<file path="src/rtl/cic_pkg.sv">
// Shared definitions for the CIC decimator chain: compensation FIR coefficients,
// fixed-point constants, the FIR state encoding and accumulator sizing.
package cic_pkg;

    typedef enum logic [1:0] {
        IDLE = 2'd0,
        MAC  = 2'd1,
        OUT  = 2'd2
    } state_t;

    localparam int COMP_FRAC      = 14;
    localparam int COMP_COEF_BITS = 16;
    localparam int COMP_TAPS      = 7;

    // Symmetric droop compensator; the taps sum to 16384 (1.0) for unity DC gain.
    localparam logic signed [COMP_COEF_BITS-1:0] COMP_COEF [COMP_TAPS] = '{
        -16'sd512, 16'sd0, 16'sd4608, 16'sd8192, 16'sd4608, 16'sd0, -16'sd512
    };

    // Full-precision width of a sum of `taps` products, so the MAC never overflows.
    function automatic int acc_width(input int bits, input int coef_bits, input int taps);
        return bits + coef_bits + $clog2(taps);
    endfunction

endpackage

</file>
<file path="src/rtl/cic_round_sat.sv">
// Combinational round-half-up and saturate from a wide signed value to OUT_W bits.
// Shared by the compensation FIR and the CIC output trim.
module cic_round_sat #(
    parameter int IN_W  = 35,
    parameter int OUT_W = 16,
    parameter int SHIFT = 14
) (
    input  logic signed [IN_W-1:0]  din,
    output logic signed [OUT_W-1:0] dout
);

    // One guard bit keeps the rounding offset from wrapping a near-full-scale input.
    localparam int SW = IN_W + 1;

    localparam logic signed [SW-1:0] HALF    = SW'(64'sd1 <<< (SHIFT - 1));
    localparam logic signed [SW-1:0] OUT_MAX = SW'((64'sd1 <<< (OUT_W - 1)) - 64'sd1);
    localparam logic signed [SW-1:0] OUT_MIN = SW'(-(64'sd1 <<< (OUT_W - 1)));

    logic signed [SW-1:0] sum;
    logic signed [SW-1:0] shifted;

    assign sum     = SW'(din) + HALF;
    assign shifted = sum >>> SHIFT;

    always_comb begin
        if (shifted > OUT_MAX) begin
            dout = {1'b0, {(OUT_W-1){1'b1}}};
        end else if (shifted < OUT_MIN) begin
            dout = {1'b1, {(OUT_W-1){1'b0}}};
        end else begin
            dout = shifted[OUT_W-1:0];
        end
    end

endmodule

</file>
<file path="src/rtl/cic_comp_fir.sv">
// Serial-MAC symmetric compensation FIR behind the CIC decimator: one multiplier
// time-shared over TAPS cycles, one output per accepted sample.
module cic_comp_fir
    import cic_pkg::*;
#(
    parameter int BITS      = 16,
    parameter int TAPS      = COMP_TAPS,
    parameter int COEF_BITS = COMP_COEF_BITS,
    parameter int FRAC      = COMP_FRAC
) (
    input  logic                   clk,
    input  logic                   rst,
    input  logic signed [BITS-1:0] stream_in,
    input  logic                   valid,
    output logic                   in_ready,
    output logic signed [BITS-1:0] stream_out,
    output logic                   out_valid,
    output logic                   overrun
);

    localparam int ACC_W  = acc_width(BITS, COEF_BITS, TAPS);
    localparam int PROD_W = BITS + COEF_BITS;
    localparam int KW     = (TAPS > 1) ? $clog2(TAPS) : 1;

    state_t state;
    state_t state_nxt;

    logic        [KW-1:0]        k;
    logic signed [BITS-1:0]      x [TAPS];
    logic signed [ACC_W-1:0]     acc;
    logic signed [COEF_BITS-1:0] coef;
    logic signed [PROD_W-1:0]    prod;
    logic signed [BITS-1:0]      trimmed;

    assign in_ready = (state == IDLE);
    assign coef     = COMP_COEF[k];
    assign prod     = PROD_W'(x[k]) * PROD_W'(coef);

    // NOTE: sequential state uses non-blocking (<=) so every register samples
    // pre-edge values; combinational blocks use blocking (=).
    always_ff @(posedge clk or negedge rst) begin
        if (!rst) begin
            state <= IDLE;
        end else begin
            state <= state_nxt;
        end
    end

    // NOTE: next-state gets its default before the case so no path leaves it
    // unassigned and no latch is inferred.
    always_comb begin
        state_nxt = state;
        case (state)
            IDLE:    if (valid) state_nxt = MAC;
            MAC:     if (k == KW'(TAPS - 1)) state_nxt = OUT;
            OUT:     state_nxt = IDLE;
            default: state_nxt = IDLE;
        endcase
    end

    // NOTE: the delay line is reset, unlike a typical data RAM, so the first
    // output after reset only sees post-reset samples.
    always_ff @(posedge clk or negedge rst) begin
        if (!rst) begin
            for (int i = 0; i < TAPS; i++) x[i] <= '0;
            acc        <= '0;
            k          <= '0;
            stream_out <= '0;
            out_valid  <= 1'b0;
            overrun    <= 1'b0;
        end else begin
            out_valid <= 1'b0;
            if (valid && !in_ready) overrun <= 1'b1;

            case (state)
                IDLE: begin
                    if (valid) begin
                        x[0] <= stream_in;
                        for (int i = 1; i < TAPS; i++) x[i] <= x[i-1];
                        acc <= '0;
                        k   <= '0;
                    end
                end
                MAC: begin
                    acc <= acc + ACC_W'(prod);
                    k   <= k + KW'(1);
                end
                OUT: begin
                    stream_out <= trimmed;
                    out_valid  <= 1'b1;
                end
                default: ;
            endcase
        end
    end

    cic_round_sat #(
        .IN_W  (ACC_W),
        .OUT_W (BITS),
        .SHIFT (FRAC)
    ) u_round_sat (
        .din  (acc),
        .dout (trimmed)
    );

endmodule
</file>
<file path="config.mk">
export PLATFORM = sky130hd
export DESIGN_NAME = cic_comp_fir
export DESIGN_NICKNAME = d
export VERILOG_FILES = /design/src/rtl/cic_pkg.sv /design/src/rtl/cic_round_sat.sv /design/src/rtl/cic_comp_fir.sv
export SDC_FILE = /design/constraint.sdc
export NUM_CORES = 1
export LEC_CHECK = 0
export ABC_AREA = 1
export ABC_CLOCK_PERIOD_IN_PS = 6250
export BUFFER_PORTS_ARGS = -buffer_cell sky130_fd_sc_hd__buf_4
export CORE_UTILIZATION = 50
export CTS_CLUSTER_DIAMETER = 150
export CTS_CLUSTER_SIZE = 40
export DETAILED_ROUTE_END_ITERATION = 10
export PLACE_DENSITY = 0.69
export SYNTH_ARGS = -nofsm -noshare
export SYNTH_HDL_FRONTEND = slang
export SYNTH_SLANG_ARGS = --single-unit
export TNS_END_PERCENT = 100
</file>
<file path="constraint.sdc">
create_clock -name clk -period 6.25 [get_ports clk]
set_input_delay 1.875 -clock clk [delete_from_list [all_inputs] [get_ports clk]]
set_output_delay 1.875 -clock clk [all_outputs]
set_load 0.005 [all_outputs]
</file>
## Yosys cells after proc, flatten, opt, wreduce, memory -nomap -nowiden

Memories as Yosys holds them, arrays and structs flattened.
Cells that the tools add are included.

| word-level totals | value |
|---|---|
| flip-flop bits (word level) | 170 |
| bits in latches | 0 |
| bits in writable memories | 0 |
| memory bits (read-only) | 128 |
| output and inout bits | 19 |
| word-level logic and storage cells | 49 |
| memories kept | 1 |

| operators by class | value |
|---|---|
| $add $sub $neg | 3 |
| multipliers | 1 |
| divide/modulo/power cells | 0 |
| order comparisons | 3 |
| equality and inequality tests | 5 |
| shift operators | 0 |
| muxes and demuxes | 15 |
| bitwise operators | 1 |
| reductions and logical operators | 7 |

Memories:

| memory | words | width | read ports | clocked after Yosys merged registers in | wr ports | line | RTL |
|---|---|---|---|---|---|---|---|
| (no name shown) | 8 | 16 | 1 | 0 | 0 | cic_comp_fir.sv:36 | `assign coef = COMP_COEF[k];` |

Operators by type and width:

| cell | count |
|---|---|
| 16-bit 2-to-1 mux | 6 |
| 35-bit case mux with 2 select lines | 1 |
| 16-bit binary-select mux with 3-bit select | 1 |
| 35-bit by 15-bit adder with 36-bit output (second input constant) | 1 |
| 35-bit by 32-bit adder with 35-bit output | 1 |
| 35-bit 2-to-1 mux | 1 |
| 16-bit by 16-bit multiplier with 32-bit output | 1 |
| 22-bit by 16-bit > comparator with 1-bit output (second input constant) | 1 |
| 22-bit by 16-bit < comparator with 1-bit output (second input constant) | 1 |
| 3-bit case mux with 2 select lines | 1 |
| 2-bit AND reduction | 3 |
| 4-bit >= comparator (second input constant) | 1 |
| 2-bit 2-to-1 mux | 2 |
| 2-bit inequality test (second input constant) | 2 |
| 3-bit NOT with 4-bit output | 1 |
| 2-bit case mux with 2 select lines | 1 |
| 3-bit by 1-bit adder with 3-bit output (second input constant) | 1 |
| 3-bit == test (second input constant) | 1 |
| 3-bit 2-to-1 mux | 1 |
| 2-bit by 1-bit == test with 1-bit output (second input constant) | 1 |
| 2-bit == test (second input constant) | 1 |
| 2-bit logical NOT | 1 |
| 2-bit nonzero test | 1 |
| 1-bit logical AND | 1 |
| other kinds (2) | 2 |

## Depth between registers and ports, before layout

Gate-level depths: netlist of run 1.

| logic depth | value |
|---|---|
| word-level depth | 7 |
| mapped depth | 31 |
| mapped depth without buffers | 29 |

## Cells and area by module

From an unflattened synthesis of run 1, not the netlist that was laid out.

| unflattened totals | value |
|---|---|
| cell total of the unflattened synthesis | 1754 |
| area, all modules | 13441.6 um^2 |

By module, submodules not included:

| module | times used | cells each | area an instance (um^2) | sequential area each (um^2) |
|---|---|---|---|---|
| cic_comp_fir | 1 | 1602 | 12638.4 | 4028.9 |
| cic_round_sat | 1 | 152 | 803.3 | 0.0 |

## Worst setup path before layout of run 1

Ideal clock, no wire load.

| path | value |
|---|---|
| path kind | register to register |
| from | register k[1] |
| to | register acc[34] |
| library setup time | 0.126 ns |
| arrival time | 6.633 ns |
| data required time | 6.124 ns |
| slack | -0.509 ns |
| cell stages (with the launch flop) | 31 |
| clock period less this slack | 6.759 ns |
| path through | dfrtp_1 > buf_2 > inv_2 > clkbuf_1 > ha_1 > or2_2 > o21ai_0 > inv_1 > clkbuf_1 > nor2_1 > ha_1 > inv_1 > xor2_1 > inv_1 > fa_1 > inv_1 > fa_1 > inv_1 > fa_1 > inv_1 > fa_1 > inv_1 > ha_1 > ha_1 > nand4_1 > nor4_1 > nand2_1 > nand3_1 > nand2_1 > nand2_1 > o22ai_1 |

| on the way | value |
|---|---|
| word-level cells in the longest chain between the ends | 7 |
| elaborated cells between the ends (all ways) | 10 |
| classes of those cells | add/sub: 1; mul: 1; mux: 6; bitwise: 1; memory: 1 |

RTL lines:

| what | line | RTL |
|---|---|---|
| start: declaration | cic_comp_fir.sv:28 | `logic [KW-1:0] k;` |
| start signal: assignment | cic_comp_fir.sv:86 | `k <= k + KW'(1);` |
| 3-bit NOT with 4-bit output (not written as such) * | cic_comp_fir.sv:36, cic_comp_fir.sv:37 |  |
| memory read 8 x 16 bit or 16-bit binary-select mux with 3-bit select (tied branches) | n/a |  |
| 16-bit 2-to-1 mux (on tied branches) (2 in a row) | cic_comp_fir.sv:36, cic_comp_fir.sv:37 |  |
| 16-bit by 16-bit multiplier with 32-bit output * | cic_comp_fir.sv:37 | `assign prod = PROD_W'(x[k]) * PROD_W'(coef);` |
| 35-bit by 32-bit adder with 35-bit output * | cic_comp_fir.sv:85 | `acc <= acc + ACC_W'(prod);` |
| 35-bit case mux with 2 select lines * | cic_comp_fir.sv:75 | `case (state)` |
| end signal: assignment | cic_comp_fir.sv:85 |  |
| end: declaration | cic_comp_fir.sv:30 | `logic signed [ACC_W-1:0] acc;` |

Every way passes the cells marked *; elsewhere a longest branch is shown, timed or not. The select of a mux whose other input is x is not followed.
A chain may end at the register's enable or synchronous reset.

## Worst setup path in the final report of run 1

| path | value |
|---|---|
| from | register k[1] |
| to | register acc[26] |

The elaborated chain is that of the path after synthesis.

==> results of run 1 <==
[cells in the mapped netlist, drive strengths merged, types with 3 or more instances]
cell / instances
nand2: 341
fa: 109
buf: 14
nor2: 142
nor4: 3
xor2: 15
o21ai: 181
xnor2: 10
a31oi: 3
clkbuf: 39
a22o: 3
inv: 301
o21bai: 5
ha: 85
dfrtp: 161
o211ai: 3
nor3: 6
nand3: 21
a21oi: 117
nand4: 3
o22ai: 11
[how the worst max path moves through the flow]
stage,from,endpoint,cells past startpoint
final,k[1]$_DFFE_PN0P_,acc[26]$_DFFE_PN0P_,27
after floorplan,k[1]$_DFFE_PN0P_,acc[34]$_DFFE_PN0P_,30
after detailed placement,k[1]$_DFFE_PN0P_,acc[31]$_DFFE_PN0P_,26
after CTS,k[0]$_DFFE_PN0P_,acc[31]$_DFFE_PN0P_,29
after global routing,k[0]$_DFFE_PN0P_,acc[28]$_DFFE_PN0P_,29
after global placement,k[1]$_DFFE_PN0P_,acc[31]$_DFFE_PN0P_,26
[repair_timing]
action,in CTS,in global routing
cloned,0,1
setup buffers,0,14
setup endpoints to repair,15,19
pin swaps,0,34
resized for setup,9,114
[state kept, by name, indices dropped and copies added, names as in the netlist]
| register | count |
|---|---|
| k | 3 |
| state | 2 |
| acc | 26 |
| overrun | 1 |
| x | 112 |
| out_valid | 1 |
| stream_out | 16 |
[cell families after synthesis]
family | share of synthesized area (%)
xor gates and xnor gates | 1.714
adders and majority gates | 25.40
buffers and inverters | 10.83
and+or+nand+nor | 16.62
AOI/OAI and AO/OA | 13.91
DFF | 31.53
[per-layer routing]
layer | share of wire (%) | GRT usage (%) | up-vias
met5 | 0 | 0 | -
met2 | 51 | 44.01 | 243
met4 | 3.3 | 10.16 | 0
met1 | 42 | 30.85 | 5069
li1 | - | - | 5234
met3 | 3.7 | 2.809 | 71
[cell type report]
type                       count  area [sq um]
clock buffer                  18         439.2
timing repair buffer         183          1460
clock inverter                14         160.2
fill                        2144          9522
multi-input combinational   1067          7943
sequential                   161          4030
tap                          330         412.9
inverter                     303          1142
[critical path: stages (launching register included)]
cell and delay [ns]:
dfrtp_1 0.42, inv_4 0.10, ha_1 0.18, or2_2 0.30, o21ai_2 0.08, inv_2 0.09, buf_4 0.17, buf_4 0.14
nor2_1 0.13, inv_1 0.07, fa_1 0.49, inv_1 0.05, fa_1 0.46, fa_1 0.51, fa_1 0.58, fa_1 0.44
ha_1 0.35, ha_4 0.29, nand2_1 0.09, buf_4 0.14, o21a_1 0.20, o21bai_1 0.24, buf_4 0.17, inv_1 0.03
nand2_1 0.08, nand2_1 0.06, nand2_1 0.05, o21ai_0 0.08
[stage by stage]
step / utilization (%) / TNS (ns)
global route: 62.08 / -0.5164
global placement: 56.95 / -0.2185
detailed placement: 56.95 / -1.176
floorplan: - / 0
finish: 62.08 / 0
CTS: 59.42 / 0
==> summary.md, run 1 <==
| Metric | Value |
|---|---|
| Global route overflow | `0` |
| Worst min-delay path category | `reg -> reg` |
| Post-Syn Area per Cell | `between 8 and 9 sq um` |
| Vias in the first global route | `roughly 11,000` |
| Die width | `161.9 um` |
| Post-route non-filler standard cell count | `roughly 2,100` |
| WP data required | `6.56 ns` |
| Violation count after the first detailed-route iteration | `between 600 and 700` |
| Number of flops mapped to enable cells by yosys | `0` |
| MaxCap Viol Count | `0` |
| Largest net degree at the start of global routing | `approximately 130` |
| Area growth, synth to finish | `21.98%` |
| Core Area | `roughly 25,000 sq um` |
| Fmax | `roughly 160 MHz` |
| Crit path DAT | `around 6.4 ns` |
| Final nets | `about 2,000` |
| WL/cell | `around 15 um` |
| IO Count | `38` |
| Final setup violation count | `0` |
| Status | `finished, final reports clean` |
| TritonCTS clock tree | `built` |
| Top post-synthesis cells by area | `dfrtp_1 32%, fa_1 17%, nand2_1 9.5%` |
| Worst-path clk slew | `0.08 ns` |
| Buffers on Ports | `37` |
| DP Area | `14,300 sq um` |
| Synthesized area | `approximately 13,000 sq um` |
| HPWL Detailed | `23.06 mm` |
| Cell taking the most area after synthesis | `dfrtp_1` |
| Tot GR Track Use | `24.86%` |
| Post-Syn Nets | `about 1,800` |
| Hold path cells | `1` |
| Reg2Reg Capture Point | `acc[26]$_DFFE_PN0P_` |
| Post-synthesis sequential area ratio | `between 30% and 40%` |
| FF-to-FF setup slack | `between 0.1 and 0.15 ns` |
| Most used DFF post-synth | `dfrtp_1` |
| Via density | `between 5 and 6` |
| R2R Path Start | `k[1]$_DFFE_PN0P_` |
| Clk root buf | `clkbuf_16` |
| Slew Viols, Final | `0` |
| First-pass GRT wire length | `51.71 mm` |
| Pre-Repair DR Iteration Count | `6` |
| Startpoint type of the worst setup path | `flop` |
| Post-route ant nets | `0` |
| Final Cell Area | `approximately 16,000 sq um` |
| Placed cell count | `~2,000` |
| GPL Wtd Cong | `0.9536` |
| Initial Utilization | `approximately half` |
| Die ar. | `about 26,000 sq um` |
| CTS Hold Buffers Added | `0` |
| Largest buffer count on any clock path | `2` |
| Vias | `about 11,000` |
| Antenna cell count | `0` |
| Tmin final | `between 6 and 7 ns` |
| Synth Warn # | `0` |
| Worst Clk Skew | `~0.024 ns` |
| Crit path capture type | `flop` |
| Share of layout cells above drive strength 1 | `between 20% and 30%` |
| Setup ws final | `between 0.1 and 0.15 ns` |
| Crit share post-route | `a little over nine tenths` |
| FF+latch count, synth | `between 150 and 200` |
| Yosys top cell area share | `a little under a third` |
| Die Y | `161.9 um` |
| Unique masters post-synth | `41` |
| Endpoints failing hold | `0` |
| Commonest non-fill, non-tap cell in the layout | `nand2_1` |
| Worst hold endpoint | `overrun$_DFFE_PN0P_` |
| Clk_lat worst skew | `~0.44 ns` |
| Synth Instances | `1,584` |
| # clock sinks | `around 160` |
| Setup slack at placement | `-0.1840 ns` |
| H-tree depth | `4` |
| CP Max Fanout | `9` |
| TritonCTS Buffers | `17` |
| Initial antenna violation count | `0` |
| Hold Startpoint | `overrun$_DFFE_PN0P_` |
| Rows | `58` |
| Final WL | `approximately 32 mm` |
| Max_slew headroom | `30.73%` |
| R2R depth | `27` |
| Worst-Margin Slew | `1.039 ns` |
| Crit Path Class | `reg -> reg` |
| Fin Hold WS | `about 0.48 ns` |
| Most frequent cells in the layout | `304 x nand2_1, 288 x inv_1, 173 x buf_4, 160 x dfrtp_1, 159 x o21ai_0` |
| FFs w/ async S/R, synth | `100.0%` |
| DRC viols | `0` |
Power of run 1 is left out: the tool's default activity adds up to more than one toggle a clock period on the data nets, which glitch-free logic cannot reach.
==> run 2: changes to the inputs <==
- CTS_CLUSTER_SIZE: 40 -> 16
- PLACE_DENSITY: 0.69 -> 0.68
- RECOVER_POWER: unset -> 50
==> run 2 against run 1 <==
The run now ends with capacitance limit, slew limit left. Worst hold slack gained 0.0099 ns. Flip-flop and latch count is the same. First-iteration DRC count grew 14%. Critical path depth shrank 2. Design area shrank 2.4%. Register-to-register slack gained 0.08 ns. Critical path type unchanged. Highest routed layer unchanged.
==> summary.md, run 2 (same netlist as run 1, synthesis figures left out) <==
| Metric | Value |
|---|---|
| Startpoint type of the worst setup path | `flop` |
| Share of layout cells above drive strength 1 | `19.06% (-1.5 points)` |
| Area growth, synth to finish | `19.05%` |
| Worst min-delay path category | `reg -> reg` |
| Setup ws final | `0.2311 ns (+0.08239 ns)` |
| # clock sinks | `161 (unchanged)` |
| Placed cell count | `1,985 (-2.2%)` |
| Largest buffer count on any clock path | `2 (unchanged)` |
| Final nets | `1,900 (-2.4%)` |
| Buffers on Ports | `37 (unchanged)` |
| Core Area | `25,110 sq um (unchanged)` |
| Crit path DAT | `6.37 ns (-0.05 ns)` |
| Violated checks | `capacitance limit, slew limit` |
| Initial antenna violation count | `0 (unchanged)` |
| Via density | `5.064 (-0.99%)` |
| Crit-path slowest cell | `fa_1` |
| Worst-Margin Slew | `2.532 ns (+1.493 ns)` |
| Violation count after the first detailed-route iteration | `727 (+14%)` |
| CTS Hold Buffers Added | `0 (unchanged)` |
| HPWL Detailed | `21.99 mm (-4.7%)` |
| Most frequent cells in the layout | `303 x nand2_1, 290 x inv_1, 162 x o21ai_0, 159 x dfrtp_1, 128 x buf_4` |
| Slew Viols, Final | `96 (+96)` |
| TritonCTS Buffers | `17 (unchanged)` |
| Die width | `161.9 um (unchanged)` |
| Global route overflow | `0 (unchanged)` |
| Fillers | `2,198 (+2.5%)` |
| CP Max Fanout | `6 (-3)` |
| R2R depth | `25 (-7.4%)` |
| Unrepaired setup endpoints after global routing | `yes` |
| DP Area | `13,930 sq um (-2.6%)` |
| Post-route non-filler standard cell count | `2,030 (-2.2%)` |
| Reg2Reg Capture Point | `acc[28]$_DFFE_PN0P_` |
| FF-to-FF setup slack | `0.23 ns (+0.08 ns)` |
| Tot GR Track Use | `23.89% (-0.97 points)` |
| Setup slack at placement | `-0.1414 ns (+0.04267 ns)` |
| Worst hold endpoint | `x[24]$_DFFE_PN0P_` |
| Status | `finished with violations` |
| Commonest non-fill, non-tap cell in the layout | `nand2_1` |
| WL/cell | `14.99 um (-2.6%)` |
| Final setup violation count | `0 (unchanged)` |
| Clk root buf | `clkbuf_16` |
| GPL Wtd Cong | `0.9175 (-3.8%)` |
| Vias | `10,280 (-3.2%)` |
| Crit share post-route | `96.30% (-1.3 points)` |
| Rows | `58 (unchanged)` |
| Worst-path clk slew | `0.07 ns (about the same)` |
| Vias in the first global route | `10,330 (-5.5%)` |
| Hold Startpoint | `x[24]$_DFFE_PN0P_` |
| Clk_lat worst skew | `0.44 ns (about the same)` |
| Antenna cell count | `0 (unchanged)` |
| Pre-Repair DR Iteration Count | `6 (unchanged)` |
| Final Cell Area | `15,210 sq um (-2.4%)` |
| TritonCTS clock tree | `built` |
| Largest net degree at the start of global routing | `162 (+29%)` |
| Max_slew headroom | `-69.21% (-100 points)` |
| Crit Path Class | `reg -> reg` |
| WP data required | `6.60 ns (+0.04 ns)` |
| Hold path cells | `2 (+1)` |
| MaxCap Viol Count | `1 (+1)` |
| Largest register by flop count | `x` |
| Fmax | `166.1 MHz (+1.4%)` |
| Largest registers | `x (112), acc (26), stream_out (16)` |
| Die ar. | `26,200 sq um (unchanged)` |
| Max reg flops | `112 (unchanged)` |
| Most common cell on crit path | `fa_1` |
| Fin Hold WS | `0.4867 ns (+0.009885 ns)` |
| Tmin final | `6.019 ns (-0.08239 ns)` |
| H-tree depth | `4 (unchanged)` |
| Initial Utilization | `50.89% (unchanged)` |
| Crit path capture type | `flop` |
| Final WL | `30.43 mm (-4.7%)` |
| Worst Clk Skew | `0.02153 ns (-0.002154 ns)` |
| Post-route ant nets | `0 (unchanged)` |
| Die Y | `161.9 um (unchanged)` |
| First-pass GRT wire length | `49.74 mm (-3.8%)` |
| CP peak stage delay | `0.54 ns (-0.04 ns)` |
| Endpoints failing hold | `0 (unchanged)` |
| IO Count | `38 (unchanged)` |
| R2R Path Start | `k[0]$_DFFE_PN0P_` |
| DRC viols | `0 (unchanged)` |
## run 2: changes by cell type in the layout (fill, tap and decap cells not counted), sizes merged
cell      previous run  this run
clkinvlp             0         1
clkbuf              19        21
buf                182       133
inv                309       307
clkinv               8        10
## run 2: worst max path at each step
stage	start	end	cells after the start	slack (ns)
6_report	k[0]$_DFFE_PN0P_	acc[28]$_DFFE_PN0P_	25	0.23
4_1_cts	k[0]$_DFFE_PN0P_	acc[30]$_DFFE_PN0P_	27	0.0009
3_5_place_dp	k[1]$_DFFE_PN0P_	acc[32]$_DFFE_PN0P_	25	-0.14
5_1_grt	k[0]$_DFFE_PN0P_	acc[31]$_DFFE_PN0P_	31	-0.09
2_1_floorplan	k[1]$_DFFE_PN0P_	acc[34]$_DFFE_PN0P_	30	0.05
3_3_place_gp	k[0]$_DFFE_PN0P_	acc[31]$_DFFE_PN0P_	29	-0.05
## run 2: metrics by stage
step,utilization (%),TNS [ns]
global placement,55.48,-0.1944
detailed placement,55.48,-0.9360
floorplan,-,0
CTS,58.11,0
finish,60.59,0
global route,60.59,-0.4348
## run 2: what timing repair did
item / 4_1_cts / 5_1_grt
pin swaps: 1 / 42
gates resized for setup: 9 / 125
gates cloned: 1 / 0
setup endpoints to repair: 13 / 19
buffers inserted: 5 / 7
## run 2: layout make-up
type	count	area, sq um	share of cell area [%]
Timing Repair Buffer	136	1037	6.818
Timing Repair inverter	1	7.507	0.04935
Clock buffer	18	439.2	2.887
Sequential cell	161	4031	26.50
Inverter	303	1142	7.509
Tap cell	330	412.9	2.714
Clock inverter	14	165.2	1.086
Multi-Input combinational cell	1067	7978	52.44
## run 2: worst max-delay path, delay by kind of cell (launching register included)
family / cells / cell delay [ns]
adder cells (fa/ha/maj): 8 / 3.28
AO/OA/AOI/OAI: 6 / 0.99
buffers and inverters: 7 / 0.65
AND/OR/NAND/NOR: 4 / 0.54
flip-flops: 1 / 0.45
## run 2: layer usage
| metal | global-route usage (%) | up-vias | routed length [um] |
|---|---|---|---|
| met5 | 0 | - | 0 |
| met1 | 30.01 | 4881 | 13150 |
| met4 | 7.676 | 0 | 783 |
| met3 | 2.017 | 63 | 936 |
| li1 | - | 5131 | - |
| met2 | 43.35 | 204 | 15560 |
Power of run 2 is left out for the same reason.
